[config.mk]
export PLATFORM = sky130hd
export DESIGN_NAME = apb_timer_regs_flat
export DESIGN_NICKNAME = d
export VERILOG_FILES = /design/src/rtl/apb_timer_regs_pkg.sv /design/src/rtl/apb_timer_regs_if.sv /design/src/rtl/timer_chan_regs.sv /design/src/rtl/apb_timer_regs.sv /design/src/flat_wrapper.sv
export SDC_FILE = /design/constraint.sdc
export NUM_CORES = 1
export LEC_CHECK = 0
export ABC_AREA = 1
export BUFFER_PORTS_ARGS = -buffer_cell sky130_fd_sc_hd__buf_2
export CORE_ASPECT_RATIO = 0.8
export CORE_MARGIN = 5
export CORE_UTILIZATION = 55
export CTS_CLUSTER_DIAMETER = 50
export CTS_CLUSTER_SIZE = 10
export DETAILED_ROUTE_END_ITERATION = 6
export PLACE_DENSITY_LB_ADDON = 0.25
export SLEW_MARGIN = 0
export SYNTH_ARGS = -nofsm -noshare
export SYNTH_HDL_FRONTEND = slang
export SYNTH_HIERARCHICAL = 1
export SYNTH_SLANG_ARGS = --single-unit
[constraint.sdc]
create_clock -name pclk -period 4.7 [get_ports pclk]
set_input_delay 0 -clock pclk [delete_from_list [all_inputs] [get_ports pclk]]
set_output_delay 0 -clock pclk [all_outputs]
set_load 0.02 [all_outputs]
[src/rtl/apb_timer_regs_pkg.sv]
// Shared constants and address-decode helper for the APB timer register block.
// The optional TIER register is selected by the APB_TIMER_REGS_IRQ_EN macro.
package apb_timer_regs_pkg;

  localparam logic [3:0] OffTdr  = 4'h0;
  localparam logic [3:0] OffTcr  = 4'h4;
  localparam logic [3:0] OffTsr  = 4'h8;
  localparam logic [3:0] OffTier = 4'hC;

  localparam int unsigned TcrLoadBit = 7;
  localparam int unsigned TcrUdBit   = 5;
  localparam int unsigned TcrEnBit   = 4;
  localparam int unsigned TcrCksLsb  = 0;
  localparam logic [7:0]  TcrMask    = 8'hB3;

  localparam int unsigned TsrOvfBit    = 0;
  localparam int unsigned TsrUdfBit    = 1;
  localparam int unsigned TierOvfIeBit = 0;
  localparam int unsigned TierUdfIeBit = 1;

  // High for channels beyond nch, misaligned addresses and unmapped offsets.
  function automatic logic addr_err(input logic [7:0] paddr, input int unsigned nch,
                                    input logic irq_en);
    logic off_bad;
    case (paddr[3:0])
      OffTdr, OffTcr, OffTsr: off_bad = 1'b0;
      OffTier:                off_bad = ~irq_en;
      default:                off_bad = 1'b1;
    endcase
    return (32'(paddr[7:4]) >= nch) || (paddr[1:0] != 2'b00) || off_bad;
  endfunction

endpackage

[src/rtl/apb_timer_regs_if.sv]
// APB completer bus bundle for the timer register block.
interface apb_timer_regs_if;
  logic        psel;
  logic        penable;
  logic        pwrite;
  logic [7:0]  paddr;
  logic [31:0] pwdata;
  logic [31:0] prdata;
  logic        pready;
  logic        pslverr;

  modport master (
    output psel, penable, pwrite, paddr, pwdata,
    input  prdata, pready, pslverr
  );

  modport slave (
    input  psel, penable, pwrite, paddr, pwdata,
    output prdata, pready, pslverr
  );
endinterface

[src/rtl/timer_chan_regs.sv]
// Storage for one timer channel: TDR, TCR, TSR flags and (with APB_TIMER_REGS_IRQ_EN) TIER.
module timer_chan_regs
  import apb_timer_regs_pkg::*;
#(
    parameter int unsigned CW = 16
) (
    input  logic          pclk,
    input  logic          presetn,
    input  logic          wr_tdr,
    input  logic          wr_tcr,
    input  logic          wr_tsr,
`ifdef APB_TIMER_REGS_IRQ_EN
    input  logic          wr_tier,
    output logic [1:0]    tier,
`endif
    input  logic [CW-1:0] tdr_wdata,
    input  logic [7:0]    ctl_wdata,
    input  logic          ovf_trig,
    input  logic          udf_trig,
    output logic [CW-1:0] tdr,
    output logic [7:0]    tcr,
    output logic [1:0]    tsr,
    output logic [1:0]    clr_trig,
    output logic          irq
);

    logic [CW-1:0] tdr_q, tdr_d;
    logic [7:0]    tcr_q, tcr_d;
    logic          ovf_q, ovf_d, udf_q, udf_d;
    logic [1:0]    clr_q, clr_d;

    always_comb begin
        tdr_d = tdr_q;
        tcr_d = tcr_q;
        if (wr_tdr) tdr_d = tdr_wdata;
        if (wr_tcr) tcr_d = ctl_wdata & TcrMask;
        // A trigger in the same cycle as a clear keeps the flag set.
        ovf_d = ovf_trig | (ovf_q & ~(wr_tsr & ctl_wdata[TsrOvfBit]));
        udf_d = udf_trig | (udf_q & ~(wr_tsr & ctl_wdata[TsrUdfBit]));
        clr_d = {udf_trig, ovf_trig};
    end

    always_ff @(posedge pclk or negedge presetn) begin
        if (!presetn) begin
            tdr_q <= '0;
            tcr_q <= '0;
            ovf_q <= 1'b0;
            udf_q <= 1'b0;
            clr_q <= '0;
        end else begin
            tdr_q <= tdr_d;
            tcr_q <= tcr_d;
            ovf_q <= ovf_d;
            udf_q <= udf_d;
            clr_q <= clr_d;
        end
    end

    assign tdr      = tdr_q;
    assign tcr      = tcr_q;
    assign tsr      = {udf_q, ovf_q};
    assign clr_trig = clr_q;

`ifdef APB_TIMER_REGS_IRQ_EN
    logic [1:0] tier_q, tier_d;

    always_comb begin
        tier_d = tier_q;
        if (wr_tier) tier_d = ctl_wdata[1:0];
    end

    always_ff @(posedge pclk or negedge presetn) begin
        if (!presetn) tier_q <= '0;
        else          tier_q <= tier_d;
    end

    assign tier = tier_q;
    assign irq  = (ovf_q & tier_q[TierOvfIeBit]) | (udf_q & tier_q[TierUdfIeBit]);
`else
    assign irq = 1'b0;
`endif

endmodule

[src/rtl/apb_timer_regs.sv]
// APB register front-end for NCH timer channels: wait states, decode and read mux.
// Define APB_TIMER_REGS_IRQ_EN to add the per-channel TIER register and irq outputs.
module apb_timer_regs
  import apb_timer_regs_pkg::*;
#(
    parameter int unsigned NCH  = 4,
    parameter int unsigned CW   = 16,
    parameter int unsigned WAIT = 2
) (
    input  logic                pclk,
    input  logic                presetn,
    apb_timer_regs_if.slave     bus,
    input  logic [NCH-1:0]      ovf_trig,
    input  logic [NCH-1:0]      udf_trig,
    output logic [NCH*CW-1:0]   tdr,
    output logic [NCH-1:0]      load,
    output logic [NCH-1:0]      ud,
    output logic [NCH-1:0]      en,
    output logic [2*NCH-1:0]    cks,
    output logic [2*NCH-1:0]    clr_trig,
    output logic [NCH-1:0]      irq
);

`ifdef APB_TIMER_REGS_IRQ_EN
    localparam logic IrqEn = 1'b1;
`else
    localparam logic IrqEn = 1'b0;
`endif

    logic [3:0]  cnt_q, cnt_d;
    logic        access, ready, err, commit;
    logic [3:0]  ch, off;
    logic [31:0] rd_data;

    logic [CW-1:0] chan_tdr [NCH];
    logic [7:0]    chan_tcr [NCH];
    logic [1:0]    chan_tsr [NCH];
`ifdef APB_TIMER_REGS_IRQ_EN
    logic [1:0]    chan_tier [NCH];
`endif

    // Counter parks at WAIT+1 after the ready cycle so pready cannot repeat.
    always_comb begin
        cnt_d = cnt_q;
        if (!bus.psel || !bus.penable) cnt_d = '0;
        else if (cnt_q <= 4'(WAIT))    cnt_d = cnt_q + 4'd1;
    end

    always_ff @(posedge pclk or negedge presetn) begin
        if (!presetn) cnt_q <= '0;
        else          cnt_q <= cnt_d;
    end

    assign ch     = bus.paddr[7:4];
    assign off    = bus.paddr[3:0];
    assign access = presetn & bus.psel & bus.penable;
    assign ready  = access & (cnt_q == 4'(WAIT));
    assign err    = addr_err(bus.paddr, NCH, IrqEn);
    assign commit = ready & bus.pwrite & ~err;

    for (genvar n = 0; n < NCH; n++) begin : g_chan
        logic sel;
        assign sel = commit & (ch == 4'(n));

        timer_chan_regs #(
            .CW(CW)
        ) u_chan (
            .pclk      (pclk),
            .presetn   (presetn),
            .wr_tdr    (sel & (off == OffTdr)),
            .wr_tcr    (sel & (off == OffTcr)),
            .wr_tsr    (sel & (off == OffTsr)),
`ifdef APB_TIMER_REGS_IRQ_EN
            .wr_tier   (sel & (off == OffTier)),
            .tier      (chan_tier[n]),
`endif
            .tdr_wdata (bus.pwdata[CW-1:0]),
            .ctl_wdata (bus.pwdata[7:0]),
            .ovf_trig  (ovf_trig[n]),
            .udf_trig  (udf_trig[n]),
            .tdr       (chan_tdr[n]),
            .tcr       (chan_tcr[n]),
            .tsr       (chan_tsr[n]),
            .clr_trig  (clr_trig[2*n +: 2]),
            .irq       (irq[n])
        );

        assign tdr[n*CW +: CW] = chan_tdr[n];
        assign load[n]         = chan_tcr[n][TcrLoadBit];
        assign ud[n]           = chan_tcr[n][TcrUdBit];
        assign en[n]           = chan_tcr[n][TcrEnBit];
        assign cks[2*n +: 2]   = chan_tcr[n][TcrCksLsb +: 2];
    end

    always_comb begin
        rd_data = '0;
        for (int n = 0; n < NCH; n++) begin
            if (ch == 4'(n)) begin
                case (off)
                    OffTdr:  rd_data = 32'(chan_tdr[n]);
                    OffTcr:  rd_data = 32'(chan_tcr[n]);
                    OffTsr:  rd_data = 32'(chan_tsr[n]);
`ifdef APB_TIMER_REGS_IRQ_EN
                    OffTier: rd_data = 32'(chan_tier[n]);
`endif
                    default: rd_data = '0;
                endcase
            end
        end
    end

    assign bus.pready  = ready;
    assign bus.pslverr = ready & err;
    assign bus.prdata  = (ready & ~bus.pwrite & ~err) ? rd_data : '0;

endmodule

[src/flat_wrapper.sv]
// flat-port wrapper written by rule: the top's interface ports become plain ports
module apb_timer_regs_flat import apb_timer_regs_pkg::*;
#(
    parameter int unsigned NCH  = 4,
    parameter int unsigned CW   = 16,
    parameter int unsigned WAIT = 2
)
  (pclk, presetn, ovf_trig, udf_trig, tdr, load, ud, en, cks, clr_trig, irq, bus_psel, bus_penable, bus_pwrite, bus_paddr, bus_pwdata, bus_prdata, bus_pready, bus_pslverr);
  apb_timer_regs_if bus_i ();
  input  logic pclk;
  input  logic presetn;
  input  logic [NCH-1:0] ovf_trig;
  input  logic [NCH-1:0] udf_trig;
  output logic [NCH*CW-1:0] tdr;
  output logic [NCH-1:0] load;
  output logic [NCH-1:0] ud;
  output logic [NCH-1:0] en;
  output logic [2*NCH-1:0] cks;
  output logic [2*NCH-1:0] clr_trig;
  output logic [NCH-1:0] irq;
  input wire logic [$bits(bus_i.psel)-1:0] bus_psel;
  input wire logic [$bits(bus_i.penable)-1:0] bus_penable;
  input wire logic [$bits(bus_i.pwrite)-1:0] bus_pwrite;
  input wire logic [$bits(bus_i.paddr)-1:0] bus_paddr;
  input wire logic [$bits(bus_i.pwdata)-1:0] bus_pwdata;
  output wire logic [$bits(bus_i.prdata)-1:0] bus_prdata;
  output wire logic [$bits(bus_i.pready)-1:0] bus_pready;
  output wire logic [$bits(bus_i.pslverr)-1:0] bus_pslverr;
  assign bus_i.psel = bus_psel;
  assign bus_i.penable = bus_penable;
  assign bus_i.pwrite = bus_pwrite;
  assign bus_i.paddr = bus_paddr;
  assign bus_i.pwdata = bus_pwdata;
  assign bus_prdata = bus_i.prdata;
  assign bus_pready = bus_i.pready;
  assign bus_pslverr = bus_i.pslverr;
  apb_timer_regs #(.NCH(NCH), .CW(CW), .WAIT(WAIT)) u_core (.pclk(pclk), .presetn(presetn), .bus(bus_i), .ovf_trig(ovf_trig), .udf_trig(udf_trig), .tdr(tdr), .load(load), .ud(ud), .en(en), .cks(cks), .clr_trig(clr_trig), .irq(irq));
endmodule
# Word level (Yosys, flattened, before mapping)
# Index checks and enable logic that the tools add are counted.
[totals]
register_bits = 104
input_bits = 53
output_inout_bits = 130
[classes]
addsub = 1
order_cmp = 2
n_eq_ne = 6
n_mux = 12
bitwise_logic = 58
n_reduce_logical = 10
[op_table]
columns = ["op", "n"]
rows = [
  ["16-bit case mux with 3 select lines", 4],
  ["32-bit two-way mux", 5],
  ["1-bit bitwise AND", 40],
  ["4-bit by 2-bit == test with 1-bit output, second input constant", 3],
  ["1-bit NOT", 10],
  ["4-bit logical NOT", 2],
  ["4-bit two-way mux", 2],
  ["1-bit OR", 8],
  ["4-bit by 1-bit adder with 4-bit output, second input constant", 1],
  ["4-bit by 1-bit == test with 1-bit output, second input constant", 1],
  ["4-bit by 3-bit == test with 1-bit output, second input constant", 1],
  ["4-bit == test, second input constant", 1],
  ["4-bit by 3-bit >= comparator with 1-bit output, second input constant", 1],
  ["4-bit by 2-bit <= comparator with 1-bit output, second input constant", 1],
  ["2-bit nonzero test", 2],
  ["1-bit logical OR", 3],
  ["3-bit OR reduction", 1],
  ["1-bit logical NOT", 2],
  ["1-bit two-way mux", 1],
]

# Longest topological paths before layout
[logic_depth]
depth_word = 12
ltp_mapped = 11
mapped_depth_nobuf = 11

# By module
# The synthesis kept the hierarchy.
[by_module_without_submodules]
columns = ["module", "n_inst", "cells_per_inst", "area_each_um2", "seq_area_each_um2"]
rows = [
  ["timer_chan_regs", 4, 107, 1021.0, 625.6],
  ["apb_timer_regs", 1, 299, 1589.0, 100.1],
]

# Least setup slack after synthesis
# OpenSTA, ideal clock, no wires.
[synth_timing]
path_kind = "register to register"
startpoint = "register u_core.cnt_q[0]"
endpoint = "register u_core.g_chan[0].u_chan.tdr_q[0]"
arrival_ns = 1.735
path_slack_ns = 2.839
path_stages_with_launch = 11
synth_period_minus_slack_ns = 1.861
cell_sequence = "dfrtp_1 > inv_1 > ha_1 > inv_1 > nor2_1 > nand3_1 > nor3_2 > nand2_1 > nor2_1 > buf_6 > o21ai_0"
[synth_via]
elab_chain_cells = 6
[synth_lines]
columns = ["item", "line", "text"]
rows = [
  ["from (decl)", "apb_timer_regs.sv:30", "logic [3:0] cnt_q, cnt_d;"],
  ["from (signal assigned)", "apb_timer_regs.sv:51", "else cnt_q <= cnt_d;"],
  ["4-bit by 2-bit == test with 1-bit output", "apb_timer_regs.sv:57", "assign ready = access & (cnt_q == 4'(WAIT));"],
  ["1-bit bitwise AND", "apb_timer_regs.sv:57", ""],
  ["1-bit bitwise AND (2 in series)", "apb_timer_regs.sv:59", "assign commit = ready & bus.pwrite & ~err;"],
  ["1-bit bitwise AND", "apb_timer_regs.sv:63", "assign sel = commit & (ch == 4'(n));"],
  ["1-bit bitwise AND", "apb_timer_regs.sv:70", ".wr_tdr (sel & (off == OffTdr)),"],
  ["to (signal assigned)", "timer_chan_regs.sv:51", "tdr_q <= tdr_d;"],
  ["to (decl)", "timer_chan_regs.sv:27", "logic [CW-1:0] tdr_q, tdr_d;"],
]
# No other way between the ends.
# A chain may end at the register's enable or synchronous reset.

# Worst setup path in the final report
[layout_timing]
startpoint = "input presetn"
endpoint = "register u_core.g_chan[0].u_chan.tdr_q[6]"
[layout_via]
elab_chain_cells = 7
[layout_lines]
columns = ["item", "line", "text"]
rows = [
  ["from (decl)", "flat_wrapper.sv:11", "input logic presetn;"],
  ["1-bit bitwise AND (2 in series)", "apb_timer_regs.sv:56", "assign access = presetn & bus.psel & bus.penable;"],
  ["1-bit bitwise AND", "apb_timer_regs.sv:57", ""],
  ["1-bit bitwise AND (2 in series)", "apb_timer_regs.sv:59", ""],
  ["1-bit bitwise AND", "apb_timer_regs.sv:63", ""],
  ["1-bit bitwise AND", "apb_timer_regs.sv:70", ""],
]
# No other way between the ends.

==> metrics <==
Worst Path Max Fanout 55; max-cap violations 0; Total GRT Usage 26.54%; total CTS buffers 9; wire per inst about 16 um; Vias/cell roughly 5.2; cells along the critical path dlygate4sd3_1, buf_4, nand3_1, nor3_2, nand2_1, nor2_2, o21ai_0; Hold Path Class in2reg; Arr. time, crit path around 3.3 ns; Pre-Repair DR Iteration Count 6; Most used DFF post-synth dfrtp_1; Post-synth EDFFs 0; worst path bufs/invs 2; area grow syn2layout 18.55%; Final Hold Fails 0; CP peak stage delay between 1 and 1.5 ns; Slew Limit Headroom between 10% and 20%; Async SR Flop Fraction 100.0%; antenna diode instance count 0; CORE AREA ~0.010 mm^2; Final Setup Violations 0; Cell Count, Final, Fillers Out slightly above 1000; Syn Inst Count between 700 and 800; CP Capture Type register; CTS tree built; #FFs+latches synth between 100 and 150; combinational power share 8.6%; Die ar. 0.01246 mm^2; post-CTS sizing 0; sequential area share after synthesis between 40% and 50%; fin area just under 0.007 mm^2; P_int about 1.4 mW; worst setup margin approximately 1.6 ns; sequential share of power between 40% and 50%; RSZ-0062 raised after global routing false; Worst Setup SP presetn; Starting Density 55.85%; Post-Synthesis Mean Instance Area around 7.8 um^2; Slew Limit Fails 0; Routed Antenna Nets 0; final hold slack slightly below 0.005 ns; complex-gate fraction of the synthesized area about 11%; via count of the routed design 5254; placed standard-cell area between 0.006 and 0.007 mm^2; main combinational cell family by area after synthesis simple AND/OR/NAND/NOR gates; most common cell after layout, fill and taps aside nand2_1; Die X roughly 120 um; pin count of the biggest net entering global routing 56; row cnt 33; Placed Instances approximately 980; pre-CTS WS ~1.8 ns; Layout Utilization 66.21%; total power between 1.5 and 2 mW; fmax roughly 320 MHz; routed wire length between 15000 and 20000 um; Die Y between 100 and 150 um; Yosys warning count 6; Max VDD drop 0.2050 mV; number of global-route vias before repair between 5000 and 6000; min-delay src bus_pwdata[4]; GRT overflow 0; global-route wire length before repair around 26000 um; CTS root buf clkbuf_16; Longest Clk Path Bufs 2; Final period util 65.75%; crit start category input port; I/O pins around 180; Clk pwr share between 40% and 50%; Detailed Route Iter0 Violations 565; setup_tns 0 ns; TritonCTS Sinks 104; switching share of power approximately a quarter; net switching power approximately 0.45 mW; Pleak roughly 3.3 nW; Hold Path Cell Cnt 3; r2r startpoint u_core/cnt_q[0]; Power Dens Cells between 200 and 300 mW/mm^2; Synth Area in Adders less than 1%; Worst Max-Slew Pin Slew around 1.3 ns; fillers approximately 900; worst skew pair latency between 0.3 and 0.4 ns; status finished clean; initial antenna violation count 0; layout net count ~930; H-tree levels 3; Post-CTS Setup Inserts 0; Critical R2R Capture u_core/g_chan[0].u_chan/tdr[6]; Crit path required time 4.87 ns; synth unique cells 27; CP delay by family, top simple AND/OR/NAND/NOR gates; slowest CP cell nor2_2; Placer Congestion 0.8665; Reg clk slew, reported paths about 0.07 ns; Post-Syn Area approximately 0.0057 mm^2; post-synthesis mux area share 0%; fraction of the mapped netlist area in simple logic gates between 20% and 30%; most frequent cells in the layout 190 x nand2_1, 145 x buf_2, 111 x inv_1, 104 x dfrtp_1, 75 x o21ai_0; Remaining DRCs 0; Hold Path End u_core/g_chan[1].u_chan/tdr[4]; layout cells sized above 1 about a quarter; Clock Skews ~0.009 ns; XOR/XNOR share of the synthesized area 0%; Final HPWL DP ~11000 um; post-route minimum period 3.090 ns; R2R setup slack between 1.5 and 2 ns; worst reg2reg path depth 9; I/O Buffers 146; Worst Setup Path Type in2reg
==> synthesized netlist by cell type, types with 6 or more instances <==
library cell	count	area, um^2
nand4_1	6	37.54
buf_4	50	375.4
o21ai_0	75	375.4
buf_6	12	135.1
a21oi_1	20	100.1
dfrtp_1	104	2603
inv_1	111	416.7
nand2_1	190	713.2
o21ai_2	16	140.1
nand3_1	69	345.3
nor2_1	28	105.1
buf_2	7	35.03
==> per-layer routing <==
metal | up-vias | global-route usage, % | wire, um
met1 | 2479 | 36.49 | 6813
met5 | - | 0 | 0
li1 | 2489 | - | -
met2 | 264 | 42.27 | 7575
met3 | 22 | 5.948 | 1563
met4 | 0 | 8.000 | 272
==> kinds of logic after synthesis <==
group                      after synthesis
and+or+nand+nor                        315
buffers and inverters                  185
AOI/OAI and AO/OA                      116
DFF                                    104
other                                    5
adders and majority gates                2
==> power groups by stage <==
stage	logic, mW	clock network [mW]	registers [mW]
2_1_floorplan	0.0907	0	0.923
3_3_place_gp	0.135	0	0.917
3_5_place_dp	0.138	0	0.918
4_1_cts	0.154	0.765	0.900
5_1_grt	0.173	0.803	0.901
6_report	0.156	0.754	0.900
==> layout make-up <==
type                            instances  area (um^2)  share of cell area, %
Clock buffer                           10        229.0                  3.405
Clock inverter                          6        68.82                  1.023
Inverter                              115        436.7                  6.493
Multi-Input combinational cell        465         2180                  32.41
Sequential cell                       104         2603                  38.70
Tap cell                              140        175.2                  2.605
Timing Repair Buffer                  178         1033                  15.37
==> sequential cells by signal, summed over array words and instances, names as in the netlist <==
register	count
u_core/g_chan.u_chan/ovf_q	4
u_core/g_chan.u_chan/udf_q	4
u_core/g_chan.u_chan/clr_trig	8
u_core/g_chan.u_chan/tcr	20
u_core/g_chan.u_chan/tdr	64
u_core/cnt_q	4
==> worst min-delay path: stages <==
cell     delay (ns)
buf_2          0.16
nand2_1        0.08
o21ai_0        0.07
==> what timing repair did <==
| action | CTS | global route |
|---|---|---|
| setup endpoints to repair | 0 | 0 |
| hold endpoints to repair | 125 | 0 |
| hold buffers | 24 | 0 |
==> how the worst max path moves through the flow <==
stage               depth (start not counted)                               to
floorplan                                  10   u_core/g_chan[0].u_chan/tdr[0]
global placement                            8  u_core/g_chan[0].u_chan/tdr[11]
detailed placement                          8  u_core/g_chan[0].u_chan/tdr[11]
CTS                                         7   u_core/g_chan[0].u_chan/tdr[6]
global route                                7   u_core/g_chan[0].u_chan/tdr[5]
finish                                      7   u_core/g_chan[0].u_chan/tdr[6]
(Power assumes the default switching activity.)
